## src/rtl/forward_hazard_unit_pkg.sv

```systemverilog
// Purpose: shared widths and FSM state encodings for the forwarding/hazard unit.
// Latency: n/a (declarations only).
// Backpressure: n/a.
package forward_hazard_unit_pkg;

  localparam int FH_XLEN  = 32;
  localparam int FH_XADDR = 5;

  typedef enum logic [1:0] {
    FH_IDLE     = 2'd0,
    FH_LOAD_USE = 2'd1,
    FH_MEM_WAIT = 2'd2
  } fh_state_t;

endpackage

```

## src/rtl/forward_hazard_unit_fwd_operand_mux.sv

```systemverilog
// Purpose: youngest-wins operand select across NSTAGE rd sources, x0 never forwarded.
// Latency: combinational, zero cycles.
// Backpressure: none; sel_vld reports whether the chosen source value is ready yet.
// Ports: src_addr/rf_dat = EX source address and register-file value;
//        stage_* = packed per-stage rd value/address/write-enable/ready (stage 0 youngest);
//        sel_dat/sel_hit/sel_vld = chosen operand, any-stage match, readiness of the chosen source.
module fwd_operand_mux #(
  parameter int NSTAGE = 2,
  parameter int XLEN   = 32,
  parameter int XADDR  = 5
) (
  input  logic [XADDR-1:0]        src_addr,
  input  logic [XLEN-1:0]         rf_dat,
  input  logic [NSTAGE*XLEN-1:0]  stage_dat,
  input  logic [NSTAGE*XADDR-1:0] stage_addr,
  input  logic [NSTAGE-1:0]       stage_wr_en,
  input  logic [NSTAGE-1:0]       stage_vld,
  output logic [XLEN-1:0]         sel_dat,
  output logic                    sel_hit,
  output logic                    sel_vld
);

  // Walk oldest to youngest so the lowest matching index is the last write.
  always_comb begin
    sel_dat = rf_dat;
    sel_hit = 1'b0;
    sel_vld = 1'b1;
    for (int k = NSTAGE - 1; k >= 0; k--) begin
      if (stage_wr_en[k] && (src_addr != '0) &&
          (stage_addr[k*XADDR +: XADDR] == src_addr)) begin
        sel_dat = stage_dat[k*XLEN +: XLEN];
        sel_hit = 1'b1;
        sel_vld = stage_vld[k];
      end
    end
  end

endmodule

```

## src/rtl/forward_hazard_unit.sv

```systemverilog
// Purpose: EX operand forwarding plus load-use / wait-for-memory interlocks and HPM stall counters.
// Latency: forwarding and interlock outputs combinational; state, counters and timeout registered.
// Backpressure: raises o_stall_id / o_bubble_ex / o_hold_ex toward the IF/ID/EX pipeline registers.
// Ports: i_rs*_ex/i_rs*_addr_ex = EX operands; i_rs*_addr_id/i_rs*_used_id = ID sources;
//        i_rd_addr_ex/i_load_ex = EX load; i_rd_*_stage = packed forwarding sources;
//        i_cnt_clr = counter/timeout clear; o_rs1/o_rs2 = ALU operands; o_state, o_*_cnt, o_timeout = debug/HPM.
module forward_hazard_unit
  import forward_hazard_unit_pkg::*;
#(
  parameter int XLEN     = FH_XLEN,
  parameter int XADDR    = FH_XADDR,
  parameter int NSTAGE   = 2,
  parameter int CNT_W    = 32,
  parameter int WAIT_MAX = 64
) (
  input  logic                    i_clk,
  input  logic                    i_rst_n,
  input  logic [XLEN-1:0]         i_rs1_ex,
  input  logic [XLEN-1:0]         i_rs2_ex,
  input  logic [XADDR-1:0]        i_rs1_addr_ex,
  input  logic [XADDR-1:0]        i_rs2_addr_ex,
  input  logic [XADDR-1:0]        i_rs1_addr_id,
  input  logic [XADDR-1:0]        i_rs2_addr_id,
  input  logic                    i_rs1_used_id,
  input  logic                    i_rs2_used_id,
  input  logic [XADDR-1:0]        i_rd_addr_ex,
  input  logic                    i_load_ex,
  input  logic [NSTAGE*XLEN-1:0]  i_rd_stage,
  input  logic [NSTAGE*XADDR-1:0] i_rd_addr_stage,
  input  logic [NSTAGE-1:0]       i_rd_wr_en_stage,
  input  logic [NSTAGE-1:0]       i_rd_valid_stage,
  input  logic                    i_cnt_clr,
  output logic [XLEN-1:0]         o_rs1,
  output logic [XLEN-1:0]         o_rs2,
  output logic                    o_stall_id,
  output logic                    o_bubble_ex,
  output logic                    o_hold_ex,
  output logic [1:0]              o_state,
  output logic [CNT_W-1:0]        o_stall_cnt,
  output logic [CNT_W-1:0]        o_lu_cnt,
  output logic                    o_timeout
);

  localparam int WL_W = $clog2(WAIT_MAX + 1);

  logic            rs1_hit, rs1_vld, rs2_hit, rs2_vld;
  logic            wait_ex, lu_hazard;
  fh_state_t       state_q, state_nxt;
  logic [WL_W-1:0] wait_len_q, wait_len_nxt;

  fwd_operand_mux #(.NSTAGE(NSTAGE), .XLEN(XLEN), .XADDR(XADDR)) u_mux_rs1 (
    .src_addr    (i_rs1_addr_ex),
    .rf_dat      (i_rs1_ex),
    .stage_dat   (i_rd_stage),
    .stage_addr  (i_rd_addr_stage),
    .stage_wr_en (i_rd_wr_en_stage),
    .stage_vld   (i_rd_valid_stage),
    .sel_dat     (o_rs1),
    .sel_hit     (rs1_hit),
    .sel_vld     (rs1_vld)
  );

  fwd_operand_mux #(.NSTAGE(NSTAGE), .XLEN(XLEN), .XADDR(XADDR)) u_mux_rs2 (
    .src_addr    (i_rs2_addr_ex),
    .rf_dat      (i_rs2_ex),
    .stage_dat   (i_rd_stage),
    .stage_addr  (i_rd_addr_stage),
    .stage_wr_en (i_rd_wr_en_stage),
    .stage_vld   (i_rd_valid_stage),
    .sel_dat     (o_rs2),
    .sel_hit     (rs2_hit),
    .sel_vld     (rs2_vld)
  );

  assign wait_ex   = (rs1_hit && !rs1_vld) || (rs2_hit && !rs2_vld);
  assign lu_hazard = i_load_ex && (i_rd_addr_ex != '0) &&
                     ((i_rs1_used_id && (i_rs1_addr_id == i_rd_addr_ex)) ||
                      (i_rs2_used_id && (i_rs2_addr_id == i_rd_addr_ex)));

  // State register.
  always_ff @(posedge i_clk or negedge i_rst_n) begin
    if (!i_rst_n) state_q <= FH_IDLE;
    else          state_q <= state_nxt;
  end

  // Next state: bubble already excludes wait_ex, so wait always takes precedence.
  always_comb begin
    state_nxt = FH_IDLE;
    if (wait_ex)        state_nxt = FH_MEM_WAIT;
    else if (lu_hazard) state_nxt = FH_LOAD_USE;
  end

  // Outputs. Interlocks are masked during reset so the pipeline regs never see a stale stall.
  always_comb begin
    o_state     = state_q;
    o_hold_ex   = i_rst_n && wait_ex;
    o_stall_id  = i_rst_n && (wait_ex || lu_hazard);
    o_bubble_ex = i_rst_n && lu_hazard && !wait_ex;
  end

  // wait_len tracks the length of the current wait run including the cycle being clocked,
  // so o_timeout rises on the same edge wait_len reaches WAIT_MAX.
  always_comb begin
    wait_len_nxt = '0;
    if (state_nxt == FH_MEM_WAIT)
      wait_len_nxt = (wait_len_q == WL_W'(WAIT_MAX)) ? wait_len_q : wait_len_q + WL_W'(1);
  end

  always_ff @(posedge i_clk or negedge i_rst_n) begin
    if (!i_rst_n) begin
      wait_len_q  <= '0;
      o_timeout   <= 1'b0;
      o_stall_cnt <= '0;
      o_lu_cnt    <= '0;
    end else begin
      wait_len_q <= wait_len_nxt;
      if (i_cnt_clr) begin
        o_timeout   <= 1'b0;
        o_stall_cnt <= '0;
        o_lu_cnt    <= '0;
      end else begin
        if (wait_len_nxt == WL_W'(WAIT_MAX)) o_timeout <= 1'b1;
        if (o_stall_id && !(&o_stall_cnt))   o_stall_cnt <= o_stall_cnt + CNT_W'(1);
        if (o_bubble_ex && !(&o_lu_cnt))     o_lu_cnt    <= o_lu_cnt + CNT_W'(1);
      end
    end
  end

endmodule

```

## config.mk

```make
export PLATFORM = sky130hd
export DESIGN_NAME = forward_hazard_unit
export DESIGN_NICKNAME = d
export VERILOG_FILES = /design/src/rtl/forward_hazard_unit_pkg.sv /design/src/rtl/forward_hazard_unit_fwd_operand_mux.sv /design/src/rtl/forward_hazard_unit.sv
export SDC_FILE = /design/constraint.sdc
export NUM_CORES = 1
export LEC_CHECK = 0
export BUFFER_PORTS_ARGS = -buffer_cell sky130_fd_sc_hd__buf_2
export CAP_MARGIN = 20
export CORE_ASPECT_RATIO = 0.75
export CORE_MARGIN = 2
export CORE_UTILIZATION = 51
export CTS_CLUSTER_DIAMETER = 80
export DETAILED_ROUTE_END_ITERATION = 8
export PLACE_DENSITY = 0.87
export SYNTH_ARGS = -nofsm -noshare
export SYNTH_HDL_FRONTEND = slang
export SYNTH_HIERARCHICAL = 1
export SYNTH_SLANG_ARGS = --single-unit
```

## constraint.sdc

```tcl
create_clock -name i_clk -period 5.8 [get_ports i_clk]
set_clock_uncertainty 0.05 [all_clocks]
set_input_delay 0.87 -clock i_clk [delete_from_list [all_inputs] [get_ports i_clk]]
set_output_delay 0.87 -clock i_clk [all_outputs]
set_load 0.03 [all_outputs]
```

## Word-level counts from Yosys, hierarchy flattened

Index checks and enable logic that the tools add are counted.

- Bits in latches: 0
- Memory bits (writable): 0
- Flip-flop bits (word level): 74
- Input bits: 173
- ROM bits: 0
- Word-level logic and storage cells: 75
- Memories: 0
- Output and inout port bits: 134

- Reductions and logical operators: 36
- Equal/unequal tests: 9
- Bitwise logic cells: 0
- $mul: 0
- Divide/modulo/power cells: 0
- $lt $le $gt $ge: 0
- Mux-type cells: 22
- $add $sub $neg: 3
- Shifts and indexed selects: 0

Operators by type and width:

| operator | count |
|---|---|
| 32-bit 2-to-1 mux | 8 |
| 32-bit by 1-bit adder with 32-bit output, second input constant | 2 |
| 32-bit AND reduction | 2 |
| 5-bit == test | 6 |
| 1-bit logical AND | 20 |
| 5-bit nonzero test | 3 |
| 7-bit == test, second input constant | 2 |
| 7-bit 2-to-1 mux | 2 |
| 1-bit 2-to-1 mux | 11 |
| 7-bit by 1-bit adder with 7-bit output, second input constant | 1 |
| 2-bit nonzero test | 3 |
| 1-bit logical NOT | 5 |
| 1-bit logical OR | 3 |
| 2-bit == test, second input constant | 1 |
| 2-bit 2-to-1 mux | 1 |

## Depth between registers and ports, before layout

- Word-level depth: 14
- Mapped depth: 17
- Mapped depth without buffers: 12

## By module

The synthesis kept the hierarchy.

By module, submodules not included:

| module | instances | sequential area each (um2) | cells an instance | area an instance (um2) |
|---|---|---|---|---|
| forward_hazard_unit | 1 | 1,851.8 | 481 | 4,340.4 |
| fwd_operand_mux | 2 | 0.0 | 174 | 1,003.5 |

## Least setup slack after synthesis

OpenSTA, ideal clock, no wires.

- Path kind: input -> output
- Start point: in i_rs1_addr_ex[1]
- End point: out o_stall_id
- Data arrival time: 3.268 ns
- Path buffers: 4
- Slack: 1.612 ns
- Stages: 13
- Data required time: 4.880 ns
- Path through: or4_4 o211ai_2 or2_1 buf_4 buf_6 a21oi_1 o22a_1 inv_1 and2_1 a21oi_4 buf_6 buf_4 inv_2

- Word-level cells in the longest chain between the ends: 10
- Elaborated cells on any way between the ends: 16
- Those cells by class: 2 x eq/ne; 4 x mux; 10 x reduce/logical

RTL lines:

| item | line | source |
|---|---|---|
| start, declared | forward_hazard_unit.sv:20 | `input logic [XADDR-1:0] i_rs1_addr_ex,` |
| 5-bit nonzero test | forward_hazard_unit_fwd_operand_mux.sv:29 | `if (stage_wr_en[k] && (src_addr != '0) &&` |
| 1-bit logical AND (2 in a row) | forward_hazard_unit_fwd_operand_mux.sv:29 |  |
| 1-bit 2-to-1 mux | forward_hazard_unit_fwd_operand_mux.sv:29 |  |
| 1-bit 2-to-1 mux (*) | forward_hazard_unit_fwd_operand_mux.sv:29 |  |
| net rs1_vld | forward_hazard_unit.sv:46 | `logic rs1_hit, rs1_vld, rs2_hit, rs2_vld;` |
| 1-bit logical NOT (*) | forward_hazard_unit.sv:75 | `assign wait_ex = (rs1_hit && !rs1_vld) \|\| (rs2_hit && !rs2_vld);` |
| 1-bit logical AND (*) | forward_hazard_unit.sv:75 |  |
| 1-bit logical OR (*) | forward_hazard_unit.sv:75 |  |
| 1-bit logical OR (*) | forward_hazard_unit.sv:97 | `o_stall_id = i_rst_n && (wait_ex \|\| lu_hazard);` |
| 1-bit logical AND (*) | forward_hazard_unit.sv:97 |  |
| end, declared | forward_hazard_unit.sv:35 | `output logic o_stall_id,` |

The timed path passes the listed nets; every way through them passes the cells marked *.

## Final worst setup path

- Start point: in i_rs2_addr_ex[1]
- End point: out o_stall_id

- Word-level cells in the longest chain between the ends: 10
- Elaborated cells on any way between the ends: 16
- Those cells by class: 2 x eq/ne; 4 x mux; 10 x reduce/logical

RTL lines:

| item | line | source |
|---|---|---|
| start, declared | forward_hazard_unit.sv:21 | `input logic [XADDR-1:0] i_rs2_addr_ex,` |
| 5-bit nonzero test | forward_hazard_unit_fwd_operand_mux.sv:29 |  |
| 1-bit logical AND (2 in a row) | forward_hazard_unit_fwd_operand_mux.sv:29 |  |
| 1-bit 2-to-1 mux | forward_hazard_unit_fwd_operand_mux.sv:29 |  |
| 1-bit 2-to-1 mux (*) | forward_hazard_unit_fwd_operand_mux.sv:29 |  |
| net rs2_vld | forward_hazard_unit.sv:46 |  |
| 1-bit logical NOT (*) | forward_hazard_unit.sv:75 |  |
| 1-bit logical AND (*) | forward_hazard_unit.sv:75 |  |
| 1-bit logical OR (*) | forward_hazard_unit.sv:75 |  |
| 1-bit logical OR (*) | forward_hazard_unit.sv:97 |  |
| 1-bit logical AND (*) | forward_hazard_unit.sv:97 |  |

Marked as above.

==> results_dict.tcl <==
set metrics [dict create \
    switching_share 0.328 \
    coreArea_mm2 0.0122 \
    start_kind "input pin" \
    cts_tree "done" \
    crit_slowest_cell "or4_4" \
    critPathMaxStageDelay_ns 0.58 \
    ys_warn_count 6 \
    max_freq_mhz 224 \
    cap_violations 0 \
    clk_latency_ns 0.34 \
    via_per_inst 6.50 \
    setup_viol 0 \
    vdd_drop_max_mv 0.154 \
    initial_utilization 0.520 \
    status "finished, final reports clean" \
    dieWidth_um 133 \
    p_comb_frac 0.261 \
    synth_common_cells "nand3_1 (99), nor3_1 (75), dfrtp_1 (74), o21ai_1 (65), a31oi_1 (64)" \
    drive_above_1_share 0.327 \
    cp_common_cell "buf_2" \
    ys.flop_type "dfrtp_1" \
    crit_family "compound AO/OA/AOI/OAI gates" \
    cts_hold_buf 0 \
    fin_crit_ns 4.47 \
    clkPwrFrac 0.378 \
    synth_most_common_cell "nand3_1" \
    endpoint_kind "primary output" \
    final_cells 1259 \
    r2r_slack_ns 2.94 \
    cts_buffers 9 \
    area_delta_synth_final_pct 27.4 \
    cts-htree-levels 3 \
    num_vias 8178 \
    tightest_slew_ns 1.12 \
    grt_max_degree 60 \
    yosysSeqAreaShare 0.292 \
    design.portCount 307 \
    reg2reg_to "o_lu_cnt[31]$_DFFE_PN0P_" \
    first_iter_violations 986 \
    cts_buffer_depth 2 \
    final_nets 1267 \
    drc 0 \
    grt_pass1_vias 7178 \
    rows 35 \
    synth_area_mm2 0.00635 \
    postSynthCellCount 829 \
    path_clk_slew_ns 0.05 \
    wirelength_mm 26.5 \
    post_cts_buffers 0 \
    place.gp.congestion 1.02 \
    grt_setup_unrepaired "no" \
    worstRegToRegCells 5 \
    antenna_found_initial 0 \
    cts_resized 0 \
    holdCritPathClass "in -> async" \
    netSwitchingPower_uw 469 \
    syn_nets 1006 \
    synth_edf_count 0 \
    path_buf_inv 5 \
    cp_data_required_time_ns 4.88 \
    syn_area_per_cell_um2 7.66 \
    synth.distinct_cells 55 \
    post-route-period-util 0.770 \
    die_area_mm2 0.0134 \
    cp_data_arrival_time_ns 3.55 \
    yosys.area.top_type "dfrtp_1" \
    path_cells "buf_2, or4_4, o211ai_4, buf_4, nor3_1, a21oi_1, o22a_1, inv_1, and2_1, a21oi_4, inv_2, buf_2" \
    wl_per_cell_um 21.0 \
    ys_ff_latch 74 \
    hold_viol 0 \
    hpwlAfterDp_mm 20.0 \
    powerDensity_mw_per_mm2 177 \
    first_pass_iters 5 \
    cts_sinks 74 \
    regToRegStartpoint "o_lu_cnt[5]$_DFFE_PN0P_" \
    fin_tns_setup_ns 0 \
    grt.total_usage 0.383 \
    p_seq_frac 0.362 \
    relSlewSlack 0.256 \
    critPathKind "in -> out" \
    cp_max_fo 34 \
    cellLeakagePower_uw 0.00340 \
    synth.top_cell.area_share 0.292 \
    grt_overflow 0 \
    p_int_uw 961 \
    antennaDiodeCount 0 \
    ant_nets 0 \
    synth-async-reset-ratio 1.00 \
    port_buffers 306 \
    root_buffer "clkbuf_16" \
    die_y_um 101 \
    synth.area.top_cells "dfrtp_1 (29%), nand3_1 (7.8%), a31oi_1 (6.3%)" \
    drv_slew 0 \
    place_inst 1245 \
    grt_pass1_wl_mm 40.3 \
]
## metrics by stage
| step | instance area (µm²) | hold slack, ns | utilization | setup WS [ns] | total power [µW] |
|---|---|---|---|---|---|
| finish | 8090 | 0.414 | 0.662 | 1.33 | 1430 |
| global route | 8090 | 0.444 | 0.662 | 1.21 | 1480 |
| CTS | 8090 | 0.425 | 0.662 | 1.40 | 1430 |
| detailed placement | 7810 | 0.466 | 0.639 | 1.35 | 892 |
| global placement | 7810 | 0.455 | 0.639 | 1.44 | 893 |
| floorplan | 6350 | 0.474 | - | 1.61 | 733 |
## worst max-delay path by stage
stage	start	to	slack [ns]	cells past startpoint
after global routing	i_rs1_addr_ex[1]	o_stall_id	1.21	12
after floorplan	i_rs1_addr_ex[1]	o_stall_id	1.61	13
final	i_rs2_addr_ex[1]	o_stall_id	1.33	12
after global placement	i_rs2_addr_ex[1]	o_lu_cnt[31]$_DFFE_PN0P_	1.44	11
after CTS	i_rs2_addr_ex[1]	o_stall_id	1.40	12
after detailed placement	i_rs2_addr_ex[1]	o_lu_cnt[31]$_DFFE_PN0P_	1.35	11
## layer usage
metal / part of all wire / global-route usage / vias up
met5: 0 / 0 / -
met4: 0.045 / 0.164 / 0
met3: 0.095 / 0.0754 / 75
met2: 0.45 / 0.601 / 555
met1: 0.41 / 0.521 / 3847
li1: - / - / 3701
## layout make-up
type	count	area, µm²
Tap cell	166	208
Clock buffer	11	233
Multi-Input combinational cell	670	4050
Sequential cell	74	1850
Fill cell	1087	4130
Clock inverter	3	42.5
Timing Repair Buffer	322	1650
Inverter	13	48.8
## cells in the final DEF (no fill, tap or decap), types with 33 or more instances in the layout
cell type	synthesis	routed
a21oi_1	51	51
a31oi_1	64	64
buf_2	11	306
dfrtp_1	74	74
nand2_1	33	33
nand3_1	99	99
nor2_1	33	33
nor3_1	75	75
o21ai_1	65	65
xnor2_1	34	34
## worst register-to-register path, delay by kind of cell, from the launching register on
family,cells,cell delay (ns)
flip-flops,1,0.45
AND/OR/NAND/NOR,4,2.11
AO/OA/AOI/OAI,1,0.14
## cells by family after synthesis
kind of cell / synth area share
AO/OA/AOI/OAI: 0.236
buffers and inverters: 0.0698
AND/OR/NAND/NOR: 0.320
flip-flops: 0.292
XOR/XNOR: 0.0538
adder cells (fa/ha/maj): 0.00789
multiplexers: 0.0207
## sequential cells by signal, indices dropped and copies added, names as in the netlist
name and flops:
o_lu_cnt 32, o_stall_cnt 32, wait_len_q 7, o_timeout 1, o_state 2
## power by group through the flow
stage,Clock [µW],Sequential [µW],Combinational [µW]
4_1_cts,544,517,367
5_1_grt,569,517,392
2_1_floorplan,0,527,206
6_report,540,517,373
3_3_place_gp,0,526,366
3_5_place_dp,0,526,366
Note: power is estimated with default switching activity, not from simulation.
